<file path="config.mk">
export PLATFORM = sky130hd
export DESIGN_NAME = spi_shift_engine
export DESIGN_NICKNAME = d
export VERILOG_FILES = /design/src/rtl/spi_shift_engine.sv
export SDC_FILE = /design/constraint.sdc
export NUM_CORES = 1
export LEC_CHECK = 0
export CORE_ASPECT_RATIO = 1.25
export CORE_MARGIN = 5
export CORE_UTILIZATION = 25
export CTS_CLUSTER_SIZE = 8
export DETAILED_ROUTE_END_ITERATION = 8
export PLACE_DENSITY = 0.43
export SLEW_MARGIN = 10
export SYNTH_ARGS = -nofsm -noshare
export SYNTH_HDL_FRONTEND = slang
export SYNTH_SLANG_ARGS = --single-unit
</file>
<file path="constraint.sdc">
create_clock -name clock -period 2.9 [get_ports clock]
set_input_delay 0.29 -clock clock [delete_from_list [all_inputs] [get_ports clock]]
set_output_delay 0.29 -clock clock [all_outputs]
set_load 0.05 [all_outputs]
</file>
<file path="src/rtl/spi_shift_engine.sv">
// SPI master shift engine: pops words from the TX Fifo, serializes them on MOSI/SCLK
// and pushes the word assembled from MISO into the RX Fifo.
module spi_shift_engine #(
    parameter int unsigned DATA_BUS_SIZE   = 32,
    parameter int unsigned CLOCK_DIV_WIDTH = 8
) (
    input  logic                       clock,
    input  logic                       areset,
    input  logic                       enable,
    input  logic [CLOCK_DIV_WIDTH-1:0] clockDivider,
    input  logic                       cpol,
    input  logic                       cpha,
    input  logic                       lsbFirst,
    input  logic                       txEmpty,
    input  logic [DATA_BUS_SIZE-1:0]   txData,
    output logic                       txPop,
    input  logic                       rxFull,
    output logic                       rxPush,
    output logic [DATA_BUS_SIZE-1:0]   rxData,
    output logic                       sclk,
    output logic                       mosi,
    input  logic                       miso,
    output logic                       chipSelectN,
    output logic                       busy
);

    localparam int unsigned EdgeW = $clog2(2 * DATA_BUS_SIZE) + 1;
    localparam logic [EdgeW-1:0] LastEdge = EdgeW'(2 * DATA_BUS_SIZE - 1);

    typedef enum logic [1:0] {StIdle, StLead, StShift, StTrail} state_e;

    state_e                     state_q, state_d;
    logic [CLOCK_DIV_WIDTH-1:0] div_cnt_q, div_cnt_d;
    logic [CLOCK_DIV_WIDTH-1:0] div_q, div_d;
    logic [EdgeW-1:0]           edge_cnt_q, edge_cnt_d;
    logic [DATA_BUS_SIZE-1:0]   tx_q, tx_d;
    logic [DATA_BUS_SIZE-1:0]   rx_q, rx_d;
    logic [DATA_BUS_SIZE-1:0]   rx_data_q, rx_data_d;
    logic                       cpol_q, cpol_d;
    logic                       cpha_q, cpha_d;
    logic                       lsb_q, lsb_d;
    logic                       sclk_q, sclk_d;
    logic                       mosi_q, mosi_d;
    logic                       cs_n_q, cs_n_d;
    logic                       push_q, push_d;
    logic                       idle_ok_q, idle_ok_d;
    logic                       start, tick, load;

    always_ff @(posedge clock or negedge areset) begin
        if (!areset) begin
            state_q    <= StIdle;
            div_cnt_q  <= '0;
            div_q      <= '0;
            edge_cnt_q <= '0;
            tx_q       <= '0;
            rx_q       <= '0;
            rx_data_q  <= '0;
            cpol_q     <= 1'b0;
            cpha_q     <= 1'b0;
            lsb_q      <= 1'b0;
            sclk_q     <= 1'b0;
            mosi_q     <= 1'b0;
            cs_n_q     <= 1'b1;
            push_q     <= 1'b0;
            idle_ok_q  <= 1'b0;
        end else begin
            state_q    <= state_d;
            div_cnt_q  <= div_cnt_d;
            div_q      <= div_d;
            edge_cnt_q <= edge_cnt_d;
            tx_q       <= tx_d;
            rx_q       <= rx_d;
            rx_data_q  <= rx_data_d;
            cpol_q     <= cpol_d;
            cpha_q     <= cpha_d;
            lsb_q      <= lsb_d;
            sclk_q     <= sclk_d;
            mosi_q     <= mosi_d;
            cs_n_q     <= cs_n_d;
            push_q     <= push_d;
            idle_ok_q  <= idle_ok_d;
        end
    end

    always_comb begin
        state_d    = state_q;
        div_cnt_d  = div_cnt_q;
        div_d      = div_q;
        edge_cnt_d = edge_cnt_q;
        tx_d       = tx_q;
        rx_d       = rx_q;
        rx_data_d  = rx_data_q;
        cpol_d     = cpol_q;
        cpha_d     = cpha_q;
        lsb_d      = lsb_q;
        sclk_d     = sclk_q;
        mosi_d     = mosi_q;
        cs_n_d     = cs_n_q;
        push_d     = 1'b0;
        idle_ok_d  = idle_ok_q;
        load       = 1'b0;
        start      = enable && !txEmpty && !rxFull;
        tick       = (div_cnt_q == div_q);

        unique case (state_q)
            StIdle: begin
                sclk_d = cpol;
                cs_n_d = 1'b1;
                // CS must stay high for a full half-period before the next frame.
                if (!idle_ok_q) begin
                    if (tick) begin
                        idle_ok_d = 1'b1;
                        div_cnt_d = '0;
                    end else begin
                        div_cnt_d = div_cnt_q + 1'b1;
                    end
                end else if (start) begin
                    load    = 1'b1;
                    state_d = StLead;
                end
            end
            StLead: begin
                if (tick) begin
                    div_cnt_d = '0;
                    state_d   = StShift;
                end else begin
                    div_cnt_d = div_cnt_q + 1'b1;
                end
            end
            StShift: begin
                if (tick) begin
                    div_cnt_d  = '0;
                    sclk_d     = !sclk_q;
                    edge_cnt_d = edge_cnt_q + 1'b1;
                    // Even count = leading edge; cpha selects which edge type samples.
                    if (edge_cnt_q[0] == cpha_q) begin
                        rx_d = lsb_q ? {miso, rx_q[DATA_BUS_SIZE-1:1]}
                                     : {rx_q[DATA_BUS_SIZE-2:0], miso};
                    end else begin
                        mosi_d = lsb_q ? tx_q[0] : tx_q[DATA_BUS_SIZE-1];
                        tx_d   = lsb_q ? (tx_q >> 1) : (tx_q << 1);
                    end
                    if (edge_cnt_q == LastEdge) begin
                        state_d   = StTrail;
                        push_d    = 1'b1;
                        rx_data_d = rx_d;
                    end
                end else begin
                    div_cnt_d = div_cnt_q + 1'b1;
                end
            end
            StTrail: begin
                sclk_d = cpol_q;
                // The push cycle is extra, so pop (last cycle) never meets push (first).
                if (!push_q) begin
                    if (tick) begin
                        div_cnt_d = '0;
                        if (start) begin
                            load    = 1'b1;
                            state_d = StLead;
                        end else begin
                            state_d   = StIdle;
                            cs_n_d    = 1'b1;
                            idle_ok_d = 1'b0;
                        end
                    end else begin
                        div_cnt_d = div_cnt_q + 1'b1;
                    end
                end
            end
            default: state_d = StIdle;
        endcase

        if (load) begin
            cs_n_d     = 1'b0;
            cpol_d     = cpol;
            cpha_d     = cpha;
            lsb_d      = lsbFirst;
            div_d      = clockDivider;
            div_cnt_d  = '0;
            edge_cnt_d = '0;
            rx_d       = '0;
            sclk_d     = cpol;
            if (!cpha) begin
                mosi_d = lsbFirst ? txData[0] : txData[DATA_BUS_SIZE-1];
                tx_d   = lsbFirst ? (txData >> 1) : (txData << 1);
            end else begin
                tx_d = txData;
            end
        end
    end

    assign txPop       = load;
    assign rxPush      = push_q;
    assign rxData      = rx_data_q;
    assign sclk        = sclk_q;
    assign mosi        = mosi_q;
    assign chipSelectN = cs_n_q;
    assign busy        = (state_q != StIdle);

endmodule

</file>
=== Word level (Yosys, flattened, before mapping) ===
Cells that the tools add are included.
W data, S select, Z words.

* Flip-flop bits (word level): 129
* Output and inout bits: 38
* Logic and storage cells: 116

* Add/subtract/negate cells: 2
* Eq/ne operators: 20
* Muxes and demuxes: 58
* Reductions and logical operators: 21

{| class="wikitable"
|+ Operator list
! cell !! number
|-
| $mux W32 || 12
|-
| $mux W8 || 4
|-
| $mux W1 || 26
|-
| $pmux W8 S3 || 1
|-
| $mux W7 || 3
|-
| $ne A2 B2 Y1 const B || 9
|-
| $ne A3 B3 Y1 const B || 5
|-
| $mux W2 || 7
|-
| $add A8 B1 Y8 const B || 1
|-
| $eq A8 B8 Y1 || 1
|-
| $pmux W2 S4 || 1
|-
| $reduce_and A4 Y1 || 2
|-
| $reduce_bool A2 Y1 || 4
|-
| $add A7 B1 Y7 const B || 1
|-
| $eq A7 B6 Y1 const B || 1
|-
| $reduce_and A7 Y1 || 1
|-
| $pmux W1 S2 || 3
|-
| $reduce_and A2 Y1 || 3
|-
| $reduce_and A3 Y1 || 2
|-
| $eq A2 B2 Y1 const B || 2
|-
| $reduce_bool A4 Y1 || 1
|-
| $logic_not A1 Y1 || 3
|-
| $pmux W1 S3 || 1
|-
| $reduce_bool A3 Y1 || 1
|-
| other kinds (5) || 6
|}

=== Logic depth before layout (Yosys ltp) ===
* Word-level depth: 9
* Depth in mapped cells: 11

=== Least setup slack after synthesis ===
No wires, ideal clock.

* Path type: reg2out
* Start point: reg state_q[0]
* End point: out txPop
* Arrival time: 1.968 ns
* Data required time: 2.610 ns
* Slack: 0.642 ns
* Cell stages (with the launch flop): 10
* Cell sequence: dfrtp_1 > inv_1 > ha_1 > nand2_1 > o21ai_0 > and3_1 > nand2_1 > inv_2 > buf_2 > buf_2

* Word-level cells in the longest chain between the ends: 2

{| class="wikitable"
|+ RTL lines
! element !! line !! RTL
|-
| from (decl) || 32 || <nowiki>state_e state_q, state_d;</nowiki>
|-
| from (signal assigned) || 51 || <nowiki>state_q <= StIdle;</nowiki>
|-
| from (signal assigned) || 67 || <nowiki>state_q <= state_d;</nowiki>
|-
| $eq A2 B2 Y1 or $logic_not A2 Y1 (tied branches) || 105 || <nowiki>unique case (state_q)</nowiki>
|-
| $pmux W1 S2 * || 105 ||
|-
| to (decl) || 16 || <nowiki>output logic txPop,</nowiki>
|}

Mark *: on every way between the ends. The rest lies on a longest branch, timed or not.

=== Worst setup path in the final report ===
Ends and elaborated chain as after synthesis.

==> reports/results.tsv <==
stage	metric	value	unit
clock_tree	cts.clk_slew.worst_paths	0.07	ns
detailed_routing	vias	5757	
layout	syn_to_final_growth	28.44	%
global_route	grt_max_degree	82	
global_route	grt-ovfl-total	0	
floorplanning	die_x	162.7	um
status	run_status	completed	
synthesis	synth-async-reset-ratio	100.0	%
setup_path	required	2.61	ns
clock_tree	clkLatencyLatePin	0.42	ns
timing	clock.fmax	0.3743	GHz
placement	io_buffer_count	86	
timing	maxSlewHeadroom	61.23	%
synthesis	synthesis.area	7282	sq um
synthesis	synth.ff_latch_count	129	
timing	timing.final.crit_share	92.12	%
synthesis	syn_area_per_cell	9.507	sq um
timing	fin_setup_tns	0	ns
detailed_routing	antenna_violating_nets_post_route	0	
detailed_routing	remaining_drcs	0	
floorplanning	floorplan.rows	69	
synthesis	synth_sequential_area_ratio	44.35	%
setup_path	worst_r2r_startpoint	div_cnt_q[0]$_DFFE_PN0P_	
layout	antenna_cells	0	
timing	finClkSkew	0.01109	ns
layout	n_fill_cell	2945	
global_route	antenna_found_initial	0	
pwr	p_total	4.489	mW
setup_path	setup.worst_path.start	state_q[0]$_DFFE_PN0P_	
worst_hold_path	min_path_type	primary input to asynchronous set/reset pin	
timing	timing.final.crit_period	2.671	ns
floorplanning	dieHeight	200.8	um
layout	finish.net_count	894	
setup_path	r2r_slack	0.53	ns
detailed_routing	drt_first_pass_iters	5	
placement	last_weighted_congestion_value_of_the_routability_driven_placer	0.7123	
global_route	global_route_wire_length_before_repair	33.01	mm
timing	report.final.hold_viol_count	0	
detailed_routing	routed_via_density	4.635	
detailed_routing	wirelength	19.49	mm
timing	slew_of_the_pin_with_the_lowest_slew_margin	0.5816	ns
setup_path	worst_setup_path_end_kind	primary output	
layout	layout-drive-gt1-share	13.73	%
synthesis	yosysTopAreaCell	sky130_fd_sc_hd__dfrtp_1	
global_route	track_usage	12.33	%
clock_tree	cts_tree	done	
synthesis	yosysUniqueCellTypes	48	
timing	setup_violations	0	
global_route	grt_pass1_vias	6181	
synthesis	edff_count_synth	0	
synthesis	synth_top_area_share	43.99	%
timing	grt_setup_unrepaired	false	
synthesis	synth.yosys.warnings	0	
synthesis	syn-instance-count	766	
clock_tree	h-tree-depth	4	
floorplanning	dieArea	32660	sq um
setup_path	crit_path_start_kind	flop	
floorplanning	total_core_area	28580	sq um
setup_path	timing.critical_path.arrival	2.38	ns
pwr	power.leakage	3.857	nW
synthesis	synthTopCellsByArea	sky130_fd_sc_hd__dfrtp_1 (44%), sky130_fd_sc_hd__mux2i_1 (11%), sky130_fd_sc_hd__nand2_1 (9.1%), sky130_fd_sc_hd__mux2_2 (7.6%), sky130_fd_sc_hd__o22a_1 (3.6%)	
timing	report.final.slew_viol_count	0	
clock_tree	cts_inserted_buffers	17	
clock_tree	cts_buffer_depth	2	
clock_tree	clock_sink_count	129	
detailed_routing	wire_per_inst	15.69	um
clock_tree	cts-root-buf	sky130_fd_sc_hd__clkbuf_16	
synthesis	synth_nets	821	
setup_path	setup.worst_path.class	flop to primary output	
pwr	pwr_cell_area	479.9	nW/um^2
setup_path	critical_path.max_fanout	29	
synthesis	synth_ff_type	sky130_fd_sc_hd__dfrtp_1	
detailed_routing	first_iter_violations	233	
flow_run	max_cap_violations	0	
placement	hpwl	12.70	mm
floorplanning	ios	87	
floorplanning	initial_util	25.48	%
pwr	ir_drop	269.4	uV
cell usage in the layout, fill, tap and decap left out, drive strengths merged, types with 7 or more instances in the layout:
master	count
inv	13
a21oi	41
mux2i	78
nand2	177
a22oi	30
xnor2	10
nor2	27
o21ai	50
nand3	7
mux2	49
clkdlybuf4s50	84
buf	23
and3	22
clkbuf	20
xor2	8
o22a	30
dfrtp	128
through the flow:
stage | hold slack (ns) | worst slack, ns | utilization, % | area (sq um) | std cells
after floorplan | -0.005591 | 0.6423 | - | 7282 | 766
after global placement | 0.1532 | 0.3601 | 30.26 | 8646 | 1208
after detailed placement | 0.1495 | 0.3586 | 30.26 | 8646 | 1208
after CTS | 0.2571 | 0.01962 | 32.72 | 9349 | 1242
after global routing | 0.2758 | 0.01325 | 32.73 | 9353 | 1242
final | 0.2756 | 0.2286 | 32.73 | 9353 | 1242
final timing paths:
| path | cells after the start | endpoint |
|---|---|---|
| max in group asynchronous | 3 | chipSelectN$_DFFE_PN1P_ |
| worst max-delay path | 9 | txPop |
| worst min-delay path | 2 | tx_q[14]$_DFFE_PN0P_ |
| worst max register to register | 7 | tx_q[27]$_DFFE_PN0P_ |
| min in group clock | 3 | div_q[5]$_DFFE_PN0P_ |
| worst min register to register | 2 | cpol_q$_DFFE_PN0P_ |
metal layers:
layer	vias to the layer above	part of all wire, %	track usage, %
met4	0	1.0	3.087
met5	-	0	0
met1	2792	45	15.31
li1	2847	-	-
met2	101	51	21.69
met3	17	3.3	2.670
area by class of cell:
class | instances | area (sq um) | area share (%)
Timing Repair Buffer | 109 | 1160 | 12.40
Multi-Input combinational cell | 571 | 3770 | 40.31
Clock inverter | 12 | 203.9 | 2.181
Inverter | 11 | 41.29 | 0.4415
Clock buffer | 20 | 456.7 | 4.883
Tap cell | 390 | 488.0 | 5.217
Sequential cell | 129 | 3233 | 34.57
critical path: stages, from the launching register on:
cell                      delay [ns]
sky130_fd_sc_hd__dfrtp_1        0.41
sky130_fd_sc_hd__inv_1          0.13
sky130_fd_sc_hd__ha_2           0.26
sky130_fd_sc_hd__nand2_1        0.15
sky130_fd_sc_hd__o21ai_0        0.10
sky130_fd_sc_hd__and3_2         0.28
sky130_fd_sc_hd__nand2_1        0.11
sky130_fd_sc_hd__inv_2          0.15
sky130_fd_sc_hd__buf_12         0.21
sky130_fd_sc_hd__buf_12         0.16
synth_stat cells, drive strengths merged, types with 8 or more instances:
master / count
nand2: 177
dfrtp: 128
mux2i: 78
o21ai: 50
mux2: 49
a21oi: 41
a22oi: 30
o22a: 30
clkbuf: 28
buf: 27
nor2: 27
and3: 22
inv: 11
xnor2: 10
xor2: 8
where the power goes:
group	switching (mW)	total [mW]	internal [mW]
sequential	0.0178	1.83	1.82
clock	0.833	2.41	1.58
combinational	0.124	0.242	0.118
total	0.974	4.49	3.51
timing repair:
action	CTS	global route
endpoints found under the hold margin	18	0
setup buffers	0	0
hold buffers	1	0
setup endpoints to repair	1	1
gates resized for setup	0	3
cloned	1	0
registers in the layout (all words and copies together), names as in the netlist:
| register | count |
|---|---|
| mosi | 1 |
| lsb_q | 1 |
| tx_q | 32 |
| edge_cnt_q | 7 |
| rx_q | 32 |
| state_q | 2 |
| cpol_q | 1 |
| div_cnt_q | 8 |
| cpha_q | 1 |
| div_q | 8 |
| idle_ok_q | 1 |
| sclk | 1 |
| chipSelectN | 1 |
| rxPush | 1 |
| rxData | 32 |
cell families after synthesis:
logic type / synth area share, %
mux: 18.30
compound gates: 14.50
buf+inv: 4.261
xor+xnor: 2.268
flops: 44.35
fa+ha+maj: 1.031
simple gates: 15.29
Note: power is estimated with default switching activity, not from simulation.
